==> src/rtl/frame_seq_pkg.sv <==
// Shared types and helpers for the frame sequencer.
package frame_seq_pkg;

  // Sequencer states; the encoding is visible on the debug state output.
  typedef enum logic [2:0] {
    ST_INIT     = 3'd0,
    ST_LOAD     = 3'd1,
    ST_SHOW     = 3'd2,
    ST_WAIT_EOF = 3'd3,
    ST_SWAP     = 3'd4
  } state_t;

  // Next bank index, wrapping to 0 after the last bank.
  function automatic int unsigned bank_inc(input int unsigned sel, input int unsigned num);
    return (sel + 1 >= num) ? 0 : sel + 1;
  endfunction

endpackage

==> src/rtl/frame_sequencer_if.sv <==
// Display-side signal bundle between the frame sequencer and its environment.
//
// Signalling: in_frame_done and in_step are single-cycle pulses, sampled on
// the rising clock edge with no back-pressure. out_valid is a level meaning
// "the selected bank is charged and on screen"; out_switch is a one-cycle
// pulse on the cycle out_sel takes its new value. in_rd / out_bank_rd form a
// combinational pass-through strobe with no handshake of their own.
interface frame_sequencer_if #(
  parameter int NUM_FRAMES = 2,
  parameter int TIMER_W    = 24
);
  import frame_seq_pkg::*;

  localparam int SEL_W = (NUM_FRAMES > 1) ? $clog2(NUM_FRAMES) : 1;

  logic                  in_enable;
  logic                  in_step;
  logic [TIMER_W-1:0]    in_period;
  logic                  in_frame_done;
  logic                  in_rd;
  logic [NUM_FRAMES-1:0] in_charged;
  logic [SEL_W-1:0]      out_sel;
  logic [NUM_FRAMES-1:0] out_bank_rd;
  logic [NUM_FRAMES-1:0] out_bank_rst;
  logic                  out_switch;
  logic                  out_valid;
  state_t                state;

  modport master (
    output in_enable, in_step, in_period, in_frame_done, in_rd, in_charged,
    input  out_sel, out_bank_rd, out_bank_rst, out_switch, out_valid, state
  );

  modport slave (
    input  in_enable, in_step, in_period, in_frame_done, in_rd, in_charged,
    output out_sel, out_bank_rd, out_bank_rst, out_switch, out_valid, state
  );

endinterface

==> src/rtl/frame_period_timer.sv <==
// Saturating display-period counter with clear/enable and a terminal flag.
module frame_period_timer #(
  parameter int TIMER_W = 24
) (
  input  logic               clk,
  input  logic               rst,
  input  logic               clr,
  input  logic               en,
  input  logic [TIMER_W-1:0] period,
  output logic               terminal
);

  logic [TIMER_W-1:0] count;
  logic [TIMER_W-1:0] limit;

  // A period of 0 behaves like 1, so the last count is max(period,1)-1.
  always_comb begin
    limit    = (period == '0) ? '0 : period - TIMER_W'(1);
    terminal = (count >= limit);
  end

  // Count up while enabled, holding at all-ones rather than wrapping.
  always_ff @(posedge clk or negedge rst) begin
    if (!rst) begin
      count <= '0;
    end else if (clr) begin
      count <= '0;
    end else if (en && (count != '1)) begin
      count <= count + TIMER_W'(1);
    end
  end

endmodule

==> src/rtl/frame_sequencer.sv <==
// Sequences a bank of frame VRAMs: picks the displayed bank, steers the read
// strobe to it, and advances at end-of-frame once the display period expires.
module frame_sequencer #(
  parameter int NUM_FRAMES = 2,
  parameter int TIMER_W    = 24
) (
  input logic               clk,
  input logic               rst,
  frame_sequencer_if.slave  bus
);
  import frame_seq_pkg::*;

  localparam int SEL_W = (NUM_FRAMES > 1) ? $clog2(NUM_FRAMES) : 1;
  localparam logic [NUM_FRAMES-1:0] ONE = NUM_FRAMES'(1);

  state_t           state, state_nxt;
  logic [SEL_W-1:0] sel, sel_nxt;
  logic [SEL_W-1:0] prev_sel, prev_sel_nxt;
  logic [SEL_W-1:0] inc_sel;
  logic             pending, pending_nxt;
  logic             timer_clr, timer_en, terminal;

  frame_period_timer #(.TIMER_W(TIMER_W)) u_timer (
    .clk      (clk),
    .rst      (rst),
    .clr      (timer_clr),
    .en       (timer_en),
    .period   (bus.in_period),
    .terminal (terminal)
  );

  // State, displayed bank, bank being reloaded, and the advance request.
  always_ff @(posedge clk or negedge rst) begin
    if (!rst) begin
      state    <= ST_INIT;
      sel      <= '0;
      prev_sel <= '0;
      pending  <= 1'b0;
    end else begin
      state    <= state_nxt;
      sel      <= sel_nxt;
      prev_sel <= prev_sel_nxt;
      pending  <= pending_nxt;
    end
  end

  // Next-state logic; out_sel moves on the frame_done edge so SWAP shows the new bank.
  always_comb begin
    state_nxt    = state;
    sel_nxt      = sel;
    prev_sel_nxt = prev_sel;
    pending_nxt  = pending;
    timer_clr    = 1'b0;
    timer_en     = 1'b0;
    inc_sel      = SEL_W'(bank_inc(32'(sel), NUM_FRAMES));
    case (state)
      ST_INIT: state_nxt = ST_LOAD;
      ST_LOAD: begin
        if (bus.in_charged[sel]) begin
          state_nxt = ST_SHOW;
          timer_clr = 1'b1;
        end
      end
      ST_SHOW: begin
        timer_en = bus.in_enable && !terminal;
        if (pending) begin
          state_nxt = ST_WAIT_EOF;
        end else if ((bus.in_enable && terminal) || (!bus.in_enable && bus.in_step)) begin
          pending_nxt = 1'b1;
        end
      end
      ST_WAIT_EOF: begin
        if (bus.in_frame_done) begin
          if (NUM_FRAMES == 1) begin
            // Single bank: nothing to swap to, just start a new period.
            pending_nxt = 1'b0;
            timer_clr   = 1'b1;
            state_nxt   = ST_SHOW;
          end else if (bus.in_charged[inc_sel]) begin
            prev_sel_nxt = sel;
            sel_nxt      = inc_sel;
            state_nxt    = ST_SWAP;
          end
        end
      end
      ST_SWAP: begin
        pending_nxt = 1'b0;
        timer_clr   = 1'b1;
        state_nxt   = ST_SHOW;
      end
      default: state_nxt = ST_INIT;
    endcase
  end

  // Output decode: read steering, reload requests, status.
  always_comb begin
    bus.out_sel      = sel;
    bus.out_bank_rd  = bus.in_rd ? (ONE << sel) : '0;
    bus.out_bank_rst = '0;
    if (state == ST_INIT) begin
      bus.out_bank_rst = '1;
    end else if (state == ST_SWAP) begin
      bus.out_bank_rst = ONE << prev_sel;
    end
    bus.out_switch = (state == ST_SWAP);
    bus.out_valid  = (state == ST_SHOW) || (state == ST_WAIT_EOF) || (state == ST_SWAP);
    bus.state      = state;
  end

endmodule

==> src/flat_wrapper.sv <==
// flat-port wrapper written by rule: the top's interface ports become plain ports
module frame_sequencer_flat import frame_seq_pkg::*;
#(
  parameter int NUM_FRAMES = 2,
  parameter int TIMER_W    = 24
)
  (clk, rst, bus_in_enable, bus_in_step, bus_in_period, bus_in_frame_done, bus_in_rd, bus_in_charged, bus_out_sel, bus_out_bank_rd, bus_out_bank_rst, bus_out_switch, bus_out_valid, bus_state);
  frame_sequencer_if #(.NUM_FRAMES(NUM_FRAMES), .TIMER_W(TIMER_W)) bus_i ();
  input logic clk;
  input logic rst;
  input wire logic [$bits(bus_i.in_enable)-1:0] bus_in_enable;
  input wire logic [$bits(bus_i.in_step)-1:0] bus_in_step;
  input wire logic [$bits(bus_i.in_period)-1:0] bus_in_period;
  input wire logic [$bits(bus_i.in_frame_done)-1:0] bus_in_frame_done;
  input wire logic [$bits(bus_i.in_rd)-1:0] bus_in_rd;
  input wire logic [$bits(bus_i.in_charged)-1:0] bus_in_charged;
  output wire logic [$bits(bus_i.out_sel)-1:0] bus_out_sel;
  output wire logic [$bits(bus_i.out_bank_rd)-1:0] bus_out_bank_rd;
  output wire logic [$bits(bus_i.out_bank_rst)-1:0] bus_out_bank_rst;
  output wire logic [$bits(bus_i.out_switch)-1:0] bus_out_switch;
  output wire logic [$bits(bus_i.out_valid)-1:0] bus_out_valid;
  output wire logic [$bits(bus_i.state)-1:0] bus_state;
  assign bus_i.in_enable = bus_in_enable;
  assign bus_i.in_step = bus_in_step;
  assign bus_i.in_period = bus_in_period;
  assign bus_i.in_frame_done = bus_in_frame_done;
  assign bus_i.in_rd = bus_in_rd;
  assign bus_i.in_charged = bus_in_charged;
  assign bus_out_sel = bus_i.out_sel;
  assign bus_out_bank_rd = bus_i.out_bank_rd;
  assign bus_out_bank_rst = bus_i.out_bank_rst;
  assign bus_out_switch = bus_i.out_switch;
  assign bus_out_valid = bus_i.out_valid;
  assign bus_state = bus_i.state;
  frame_sequencer #(.NUM_FRAMES(NUM_FRAMES), .TIMER_W(TIMER_W)) u_core (.clk(clk), .rst(rst), .bus(bus_i));
endmodule
==> config.mk <==
export PLATFORM = sky130hd
export DESIGN_NAME = frame_sequencer_flat
export DESIGN_NICKNAME = d
export VERILOG_FILES = /design/src/rtl/frame_seq_pkg.sv /design/src/rtl/frame_sequencer_if.sv /design/src/rtl/frame_period_timer.sv /design/src/rtl/frame_sequencer.sv /design/src/flat_wrapper.sv
export SDC_FILE = /design/constraint.sdc
export NUM_CORES = 1
export LEC_CHECK = 0
export ABC_AREA = 1
export BUFFER_PORTS_ARGS = -buffer_cell sky130_fd_sc_hd__buf_4
export CAP_MARGIN = 20
export CORE_ASPECT_RATIO = 1.25
export CORE_MARGIN = 4
export CORE_UTILIZATION = 60
export DETAILED_ROUTE_END_ITERATION = 7
export GPL_TIMING_DRIVEN = 0
export PLACE_DENSITY = 0.82
export RECOVER_POWER = 50
export SETUP_SLACK_MARGIN = 0.2
export SYNTH_ARGS = -nofsm -noshare
export SYNTH_HDL_FRONTEND = slang
export SYNTH_SLANG_ARGS = --single-unit
==> constraint.sdc <==
create_clock -name clk -period 2.1 [get_ports clk]
set_input_delay 0.315 -clock clk [delete_from_list [all_inputs] [get_ports clk]]
set_output_delay 0.315 -clock clk [all_outputs]
set_load 0.05 [all_outputs]
==> impl_metrics.toml, run 1 <==
[critical_path]
crit_fanout = 7
reg2reg_setup_slack_ps = -60
slowest_delay_ps = 320
worst-endpoint-arrival_ps = 2850
reg2reg_from = "u_core.u_timer.count[0]"
crit_chain = "buf_4, nor2_4, nand2_1, inv_2, nand3_2, nor2_4, nand2_2, nor2_4, buf_6, a21o_1, nand3_1, ha_1, nand2_1, a21oi_1, nor2_1, nand2_2, inv_2, nand2_2, nor2_4, buf_6, nand4_1, nand2_1"
slowest_stage = "ha_1"
reg2reg_depth = 9
cp.required_ps = 2330
start_kind = "input pin"
r2r-end = "u_core.u_timer.count[6]"
cp-end-kind = "flop"
critical_path_class = "input pin to flop"
cp_common_cell = "nor2_4"

[placement]
dpl.cell_count = 646
io_buffers = 41
routabilityCongestion = 0.8653
post_dp_cell_area_um2 = 3869
dp_hpwl_um = 7271

[synth]
synth_largest_area_cell = "dfrtp_1"
avgSynthCellArea_um2 = 6.249
synth_area_leaders = "dfrtp_1, nand2_1, ha_1"
synth_area_um2 = 3381
syn_nets = 600
yosys_warnings = 0
ys_seq_area_share_pct = 22.21
synthCells = 541
ys_ff_latch = 30
yosysUniqueCellTypes = 31
synth_top_area_share_pct = 22.21

[sta]
setup_viol = 25
fmax_mhz = 380.9
rsz0062_at_grt = "true"
post-route-period-util_pct = 125.0
finClkSkew_ps = 7.233
worst_slack_ps = -525.5
period_minus_slack_ps = 2626
finalHoldViolCount = 0
maxSlewViolCount = 0
relSlewSlack_pct = 49.83
holdWs_ps = 346.1
worst-slew-pin-transition_ps = 752.6

[floorplanning]
io-pin-count = 42
die_h_um = 91.93
rows = 30
die-area_um2 = 6907
die_x_um = 75.14
start_util_pct = 62.11
core_area_um2 = 5443

[grt]
antenna_found_initial = 0
grt_pass1_wl_um = 16060
grt_pass1_vias = 3580
grt_max_degree = 31
overflow = 0
grt_usage_pct = 29.23

[status]
violations = "negative setup slack"
outcome = "finished, violations left"

[clocking]
root_buffer = "clkbuf_8"
clk_pin_slew_worst_paths_ps = 60
tritoncts = "done"
cts.sinks = 30
cts_max_path_buffers = 2
insertion_delay_ps = 290
numCtsBuffers = 5
htree_levels = 2

[detailed_routing]
wire_per_inst_um = 16.42
drc = 0
drt_iter0_markers = 273
via_per_inst = 5.942
met2WireLength_um = 5725
topRoutingLayerUsed = "met4"
drt-total-wl_um = 11100
wl_met3_um = 583
wirelength_met1_um = 4235
dr.pass1.iters = 6
ant_nets = 0
vias = 4017

[cells_and_area]
nNetsFinal = 670
syn2layout_area_growth_pct = 30.46
design_area_um2 = 4410
antenna-diode-count = 0
layout-drive-gt1-share_pct = 25.49
fin_cells = 676

[power]
powerDensity_nw_per_um2 = 609.9
power_leakage_nw = 2.303
ir_drop_mv = 0.4449

[min_path]
holdPathStages = 3
min_to = "u_core.pending"
hold_path_class = "input pin to flop"
min-delay-start = "bus_in_step"

[job]
drv_cap = 0
power breakdown:
group	switching, mW	internal, mW
Combinational	1.02	0.445
Sequential	0.0816	0.654
Clock	0.223	0.264
worst max-delay path: cells and delay by family:
kind	cells	cell delay, ps
buffers and inverters	5	550
adders and majority gates	1	320
and+or+nand+nor	14	1480
AOI/OAI and AO/OA	2	160
flip-flops by register name, summed over array words and instances, names as in the netlist:
name and flops:
u_core.bus.state 3, u_core.bus.out_sel 1, u_core.prev_sel 1, u_core.u_timer.count 24
u_core.pending 1
timing repair:
item                                   CTS  global route
setup buffers                           11             7
cloned                                   3             0
setup endpoints to repair               25            25
endpoints found under the hold margin   30             0
resized for setup                       42            28
hold buffers                             1             0
pin swaps                               21            20
cells by family after synthesis:
group / share of synthesized area [%]
and+or+nand+nor: 46.56
buffers and inverters: 9.585
AOI/OAI and AO/OA: 5.959
DFF: 22.21
adders and majority gates: 9.992
xor gates and xnor gates: 5.700
stage by stage:
step,total power [mW],setup WS [ps],util (%),TNS [ps]
after floorplan,1.681,-448.2,-,-10840
after global placement,2.068,-951.2,71.08,-23030
after detailed placement,2.096,-1001,71.08,-24200
after CTS,2.610,-446.3,78.05,-10500
after global routing,2.837,-695.9,81.03,-16500
final,2.690,-525.5,81.03,-12590
layout by cell type, fill, tap and decap left out, types with 4 or more instances in the layout:
| cell | netlist | final |
|---|---|---|
| nand3_2 | 2 | 10 |
| nand2_1 | 161 | 151 |
| xor2_1 | 14 | 14 |
| ha_1 | 27 | 23 |
| or2_2 | 5 | 5 |
| nor3_1 | 9 | 6 |
| buf_2 | 10 | 8 |
| dfrtp_1 | 30 | 30 |
| buf_6 | 2 | 13 |
| nor2_4 | 2 | 15 |
| inv_2 | 2 | 6 |
| clkbuf_8 | 0 | 6 |
| nand3_1 | 59 | 49 |
| nor2_2 | 5 | 7 |
| nand3b_1 | 7 | 7 |
| xnor2_1 | 8 | 8 |
| nand2_2 | 0 | 8 |
| buf_4 | 0 | 51 |
| ha_4 | 0 | 4 |
| nor2_1 | 71 | 56 |
| a21oi_1 | 14 | 12 |
| nand4_1 | 25 | 25 |
| inv_1 | 65 | 59 |
metal layers:
| layer | vias to the layer above | GRT usage, % |
|---|---|---|
| met5 | - | 0 |
| met4 | 0 | 17.49 |
| met3 | 51 | 2.303 |
| met2 | 199 | 51.24 |
| met1 | 1862 | 33.13 |
| li1 | 1905 | - |
Yosys cell counts (all sizes together):
| master | number |
|---|---|
| a21boi | 1 |
| a21o | 3 |
| a21oi | 16 |
| a31o | 2 |
| buf | 12 |
| dfrtp | 30 |
| ha | 27 |
| inv | 67 |
| nand2 | 161 |
| nand3 | 62 |
| nand3b | 7 |
| nand4 | 25 |
| nor2 | 78 |
| nor3 | 9 |
| nor4 | 4 |
| o211ai | 3 |
| o21a | 1 |
| o21ai | 4 |
| o311ai | 1 |
| or2 | 6 |
| xnor2 | 8 |
| xor2 | 14 |
cell type report:
class	count	area (um^2)
clock buffers	7	86.33
well taps	64	80.08
flip-flops and latches	30	750.7
multi-input cells	432	2630
fillers	384	1032
repair buffers	63	508.0
plain buffers	12	91.34
clock inverters	1	5.005
inverters	67	259.0
worst max-delay path by stage:
stage                                start                  endpoint
after CTS                 bus_in_period[2]  u_core.u_timer.count[13]
after global placement    bus_in_period[9]   u_core.u_timer.count[2]
final                     bus_in_period[8]  u_core.u_timer.count[13]
after global routing      bus_in_period[3]  u_core.u_timer.count[13]
after detailed placement  bus_in_period[0]  u_core.u_timer.count[13]
after floorplan           bus_in_period[1]  u_core.u_timer.count[11]
(Power assumes the default switching activity.)
==> inputs of run 2 (changes only) <==
Settings changed: CORE_UTILIZATION 60 to 59, PLACE_DENSITY 0.82 to 0.81, SYNTH_HIERARCHICAL set to 1.
==> run 2 against run 1 <==
  * The flow still finishes with violations (negative setup slack)
  * Sequential share of layout area about the same
  * Flip-flop and latch count unchanged
  * Die area down 1.2%
  * Clock skew down 1.3 ps
  * Non-clock buffer count up 4
  * Cell count up 0.44%
  * Sequential power up 2%
  * Register-to-register slack worse by 690 ps
  * Global-route usage up 2.4 points
  * Final area down 0.23%
  * Fmax down 15%
  * Power up 12%
  * Largest power group unchanged
==> impl_metrics.toml, run 2 <==
[status]
outcome = "finished, violations left"
violations = "negative setup slack"

[sta]
relSlewSlack_pct = 44.53
worst_slack_ps = -989.1
rsz0062_at_grt = "true"
fmax_mhz = 323.7
setup_viol = 25
maxSlewViolCount = 0
period_minus_slack_ps = 3089
worst-slew-pin-transition_ps = 823.4
finClkSkew_ps = 5.963
finalHoldViolCount = 0
post-route-period-util_pct = 147.1

[floorplanning]
rows = 30
die-area_um2 = 6827
start_util_pct = 60.72
die_x_um = 74.71
core_area_um2 = 5405
io-pin-count = 42
die_h_um = 91.39

[clocking]
root_buffer = "clkbuf_8"
insertion_delay_ps = 290
cts.sinks = 30
cts_max_path_buffers = 2
clk_pin_slew_worst_paths_ps = 70
numCtsBuffers = 5
htree_levels = 2
tritoncts = "done"

[critical_path]
reg2reg_from = "u_core/bus.state[2]"
crit_chain = "buf_4, nor2_1, nand2_2, nor2_4, nand3_4, buf_8, nand3_1, ha_1, a21oi_1, o21a_1, nand2_2, nand2_2, nand4_1, nor3b_2, a21boi_4, buf_6, nand4_1, nand2_1"
crit_end = "u_core/u_timer/count[13]"
slowest_stage = "a21boi_4"
r2r-end = "u_core/u_timer/count[3]"
cp.required_ps = 2320
cp_common_cell = "nand2_2"
start_kind = "input pin"
reg2reg_depth = 10
crit_path_start = "bus_in_period[9]"
crit_fanout = 5
cp-end-kind = "flop"
slowest_delay_ps = 390
reg2reg_setup_slack_ps = -750
worst-endpoint-arrival_ps = 3310
critical_path_class = "input pin to flop"

[power]
power.switching_mw = 1.395
powerDensity_nw_per_um2 = 684.7
ir_drop_mv = 1.293
power_frac_comb_pct = 58.8
power_frac_clock_pct = 16.4
seqPwrFrac_pct = 24.8
p_sw_share_pct = 46.29
internal_power_mw = 1.618
power_leakage_nw = 2.185

[cells_and_area]
antenna-diode-count = 0
layout-drive-gt1-share_pct = 26.34
final_cell_mix = "nand2_1, nor2_1, buf_4"
regArea_um2 = 750.7
multi_input_area_um2 = 2532
final_common_cell = "nand2_1"
syn2layout_area_growth_pct = 34.08
largest_reg_flops = 24
reg.largest.list = "u_core/u_timer/count x24, u_core/bus.state x3"
nFillCells = 380
fin_util_pct = 81.41
nNetsFinal = 673
design_area_um2 = 4400
max_flop_register = "u_core/u_timer/count"

[grt]
grt_max_degree = 31
grt_usage_pct = 31.66
grt_pass1_vias = 3892
antenna_found_initial = 0
grt_pass1_wl_um = 16900
overflow = 0

[synth]
synth_area_leaders = "dfrtp_1, nand2_1, ha_1"
async_reset_ff_share_pct = 100.0
synth-edff-count = 0
avgSynthCellArea_um2 = 6.146
synth_largest_area_cell = "dfrtp_1"
yosysUniqueCellTypes = 36
yosysMostFrequentCell = "nand2_1"
syn_nets = 593
ys_seq_area_share_pct = 22.87
yosys_warnings = 6
synthCells = 534
ys_ff_latch = 30
synth_commonest_cells = "nand2_1, nor2_1, inv_1, nand3_1, dfrtp_1"
synth_top_area_share_pct = 22.87
synth_flop_cell = "dfrtp_1"
synth_area_um2 = 3282

[detailed_routing]
drt_iter0_markers = 214
drt-total-wl_um = 10930
met2WireLength_um = 5477
ant_nets = 0
via_per_inst = 5.965
wl_met3_um = 779
drc = 0
wirelength_met1_um = 3918
wire_per_inst_um = 16.10
dr.pass1.iters = 5
vias = 4050
topRoutingLayerUsed = "met4"

[min_path]
hold_path_class = "input pin to flop"
min-delay-start = "bus_in_frame_done"

[job]
drv_cap = 0

[placement]
post_dp_cell_area_um2 = 3775
routabilityCongestion = 0.8975
io_buffers = 41
dp_slack_ps = -1405
dp_hpwl_um = 7466
[run 2: changes by cell type after synthesis, sizes merged, moves of 4 or more]
cell	delta
xor2	-6
inv	-12
o21ai	+9
nand2	+21
buf	-9
xnor2	-4
o21bai	+6
nor2	+6
nand3	-10
nor3	-6
[run 2: power groups by stage]
stage	clock, mW	sequential, mW	combinational [mW]
after global routing	0.527	0.757	1.88
final	0.495	0.748	1.77
after global placement	0	0.748	1.30
after floorplan	0	0.844	0.831
after CTS	0.490	0.745	1.71
after detailed placement	0	0.752	1.33
[run 2: layer usage]
metal	vias up	GRT usage (%)
li1	1913	-
met1	1826	33.68
met2	228	56.89
met3	83	3.765
met4	0	19.14
met5	-	0
[run 2: worst min path at each step]
stage | endpoint | depth (start not counted)
2_1_floorplan | u_core/bus.out_sel | 0
3_3_place_gp | u_core/u_timer/count[23] | 1
3_5_place_dp | u_core/u_timer/count[21] | 1
4_1_cts | u_core/bus.state[2] | 3
5_1_grt | u_core/bus.state[2] | 3
6_report | u_core/bus.state[2] | 3
[run 2: cell families (layout without fill, tap and decap cells)]
kind of cell	Yosys count	after routing	synth area share [%]
AO/OA/AOI/OAI	43	43	7.663
adder cells (fa/ha/maj)	27	27	10.29
flip-flops	30	30	22.87
AND/OR/NAND/NOR	360	360	48.11
buffers and inverters	62	143	7.853
XOR/XNOR	12	12	3.202
[run 2: metrics by stage]
stage | hold WS, ps | total power [mW] | setup TNS [ps] | std cells
finish | 349.3 | 3.013 | -22750 | 679
floorplan | 19.41 | 1.675 | -12360 | 534
global route | 373.7 | 3.163 | -24810 | 679
global placement | 265.3 | 2.050 | -30320 | 639
detailed placement | 277.6 | 2.079 | -31970 | 639
CTS | 352.1 | 2.942 | -20280 | 671
[run 2: area by class of cell]
type | count | share of cell area (%)
buffer | 6 | 1.706
clock buffer | 7 | 1.962
clock inverter | 1 | 0.1137
inverter | 56 | 5.090
multi-input combinational | 442 | 57.55
sequential | 30 | 17.06
tap | 64 | 1.820
timing repair buffer | 73 | 14.70
[run 2: timing repair]
item,in CTS,in global routing
gates cloned,5,0
pin swaps,20,20
hold buffers,1,0
hold endpoints to repair,30,0
endpoints found under the setup margin,25,25
resized for setup,34,35
buffers inserted,18,8
[run 2: critical path: cells and delay by family]
family | cells | cell delay [ps]
AO/OA/AOI/OAI | 3 | 700
AND/OR/NAND/NOR | 11 | 1530
adder cells (fa/ha/maj) | 1 | 260
buffers and inverters | 3 | 470
==> inputs of run 3 (changes only) <==
Settings changed: PLACE_DENSITY 0.81 to not set, PLACE_DENSITY_LB_ADDON set to 0.05.
==> run 3 against run 2 <==
  * The flow still finishes with violations (negative setup slack)
  * Non-clock buffer count decreased by 12
  * Sequential share of layout area increased by 0.58 points
  * Flip-flop and latch count unchanged
  * Power decreased by 6.0%
  * Critical path depth unchanged
  * Count of clock-buffer cells in the layout unchanged
  * Worst hold slack improved by 6.1 ps
  * Die area unchanged
==> impl_metrics.toml, run 3 (synthesized netlist as in run 2, its figures left out) <==
[status]
outcome = "finished, violations left"
violations = "negative setup slack"

[grt]
grt_pass1_vias = 3784
antenna_found_initial = 0
use_met3_pct = 3.101
grt_pass1_wl_um = 16700
globalRoute.busiestLayer = "met2"
grt_max_degree = 31
gr-usage-met1_pct = 34.53
overflow = 0
grt_usage_pct = 31.18
use_met2_pct = 54.62

[clocking]
tritoncts = "done"
cts_max_path_buffers = 2
htree_levels = 2
root_buffer = "clkbuf_8"
numCtsBuffers = 5
insertion_delay_ps = 280
clk_pin_slew_worst_paths_ps = 70
cts.sinks = 30

[floorplanning]
core_area_um2 = 5405
io-pin-count = 42
start_util_pct = 60.72
rows = 30
die_x_um = 74.71
die_h_um = 91.39
die-area_um2 = 6827

[detailed_routing]
vias = 3884
ant_nets = 0
dr.pass1.iters = 5
drt-total-wl_um = 10380
drc = 0
via_per_inst = 5.823
drt_iter0_markers = 194
wire_per_inst_um = 15.56

[cells_and_area]
final_cell_mix = "nand2_1, nor2_1, buf_4"
design_area_um2 = 4257
multi_input_area_um2 = 2545
regArea_um2 = 750.7
layout-drive-gt1-share_pct = 23.88
reg.largest.list = "u_core/u_timer/count x24, u_core/bus.state x3"
nFillCells = 394
final_common_cell = "nand2_1"
syn2layout_area_growth_pct = 29.70
nNetsFinal = 661
antenna-diode-count = 0
largest_reg_flops = 24
max_flop_register = "u_core/u_timer/count"
fin_cells = 667

[critical_path]
slowest_stage = "a21boi_4"
crit_fanout = 7
reg2reg_from = "u_core/bus.state[2]"
cp-end-kind = "flop"
slowest_delay_ps = 360
critical_path_class = "input pin to flop"
reg2reg_setup_slack_ps = -650
worst-endpoint-arrival_ps = 3250
cp.required_ps = 2320
start_kind = "input pin"
crit_path_start = "bus_in_period[0]"
crit_chain = "buf_6, clkinvlp_4, ha_4, nand3_4, nor3_4, nand3_4, buf_8, nand3_1, ha_4, a21oi_1, o21ai_0, nor2_1, nand4_1, nor3b_2, a21boi_4, buf_6, nand4_1, nand2_1"

[sta]
relSlewSlack_pct = 43.56
setup_viol = 25
worst_slack_ps = -930.6
fmax_mhz = 330.0
finalHoldViolCount = 0
rsz0062_at_grt = "true"
worst-slew-pin-transition_ps = 837.8
finClkSkew_ps = 8.024
maxSlewViolCount = 0
period_minus_slack_ps = 3031
post-route-period-util_pct = 144.3

[placement]
dpl.cell_count = 639
dp_slack_ps = -1433
post_dp_cell_area_um2 = 3775
routabilityCongestion = 0.9006
io_buffers = 41
dp_hpwl_um = 7387

[power]
p_total_mw = 2.831
powerDensity_nw_per_um2 = 665.1
ir_drop_mv = 0.9159
power_leakage_nw = 2.107

[job]
drv_cap = 0

[min_path]
min-delay-start = "bus_in_frame_done"
hold_path_class = "input pin to flop"
[run 3: changes by cell type in the layout (fill, tap and decap cells not counted), sizes merged]
cell	previous run	this run
buf	76	63
clkbuf	9	10
[run 3: what timing repair did]
action	in CTS	in global routing
gates resized for setup	31	23
buffers inserted	13	2
hold buffers	1	0
endpoints found under the hold margin	30	0
cloned	4	0
endpoints found under the setup margin	25	25
pin swaps	10	13
[run 3: final cells by class]
cell class                      count  share of cell area, %
Inverter                           56                  5.203
Multi-Input combinational cell    442                  59.79
Sequential cell                    30                  17.64
Clock inverter                      1                 0.1176
Tap cell                           64                  1.881
Timing Repair Buffer               61                  11.58
Clock buffer                        7                  2.028
Buffer                              6                  1.764
[run 3: critical path: cells and delay by family]
family | cells | cell delay (ps)
AO/OA/AOI/OAI | 3 | 620
buffers and inverters | 4 | 540
AND/OR/NAND/NOR | 9 | 1340
adder cells (fa/ha/maj) | 2 | 400
[run 3: through the flow]
stage / hold WS, ps / util [%] / TNS (ps)
after global routing: 388.7 / 78.75 / -26620
after detailed placement: 270.5 / 69.84 / -32610
after global placement: 271.2 / 69.84 / -31920
after floorplan: 19.41 / - / -12360
after CTS: 351.7 / 76.64 / -19750
final: 355.3 / 78.75 / -21720
[run 3: path summary, 6_finish.rpt]
check	cells after the start	to
worst max-delay path	18	u_core/u_timer/count[21]
worst min-delay path	3	u_core/bus.state[2]
worst max register to register	7	u_core/u_timer/count[6]
worst min register to register	2	u_core/prev_sel
max in group asynchronous	2	u_core/bus.out_sel
min in group asynchronous	2	u_core/u_timer/count[13]
[run 3: per-layer routing]
| metal | vias to the layer above | wire [um] |
|---|---|---|
| met1 | 1747 | 3819 |
| met5 | - | 0 |
| met2 | 184 | 5247 |
| met3 | 56 | 655 |
| met4 | 0 | 659 |
| li1 | 1897 | - |
[run 3: power breakdown]
part / leakage, nW / switching (mW) / internal (mW) / total, mW
Combinational: 1.65 / 1.02 / 0.587 / 1.60
Sequential: 0.405 / 0.0934 / 0.645 / 0.738
Clock: 0.0482 / 0.225 / 0.264 / 0.489
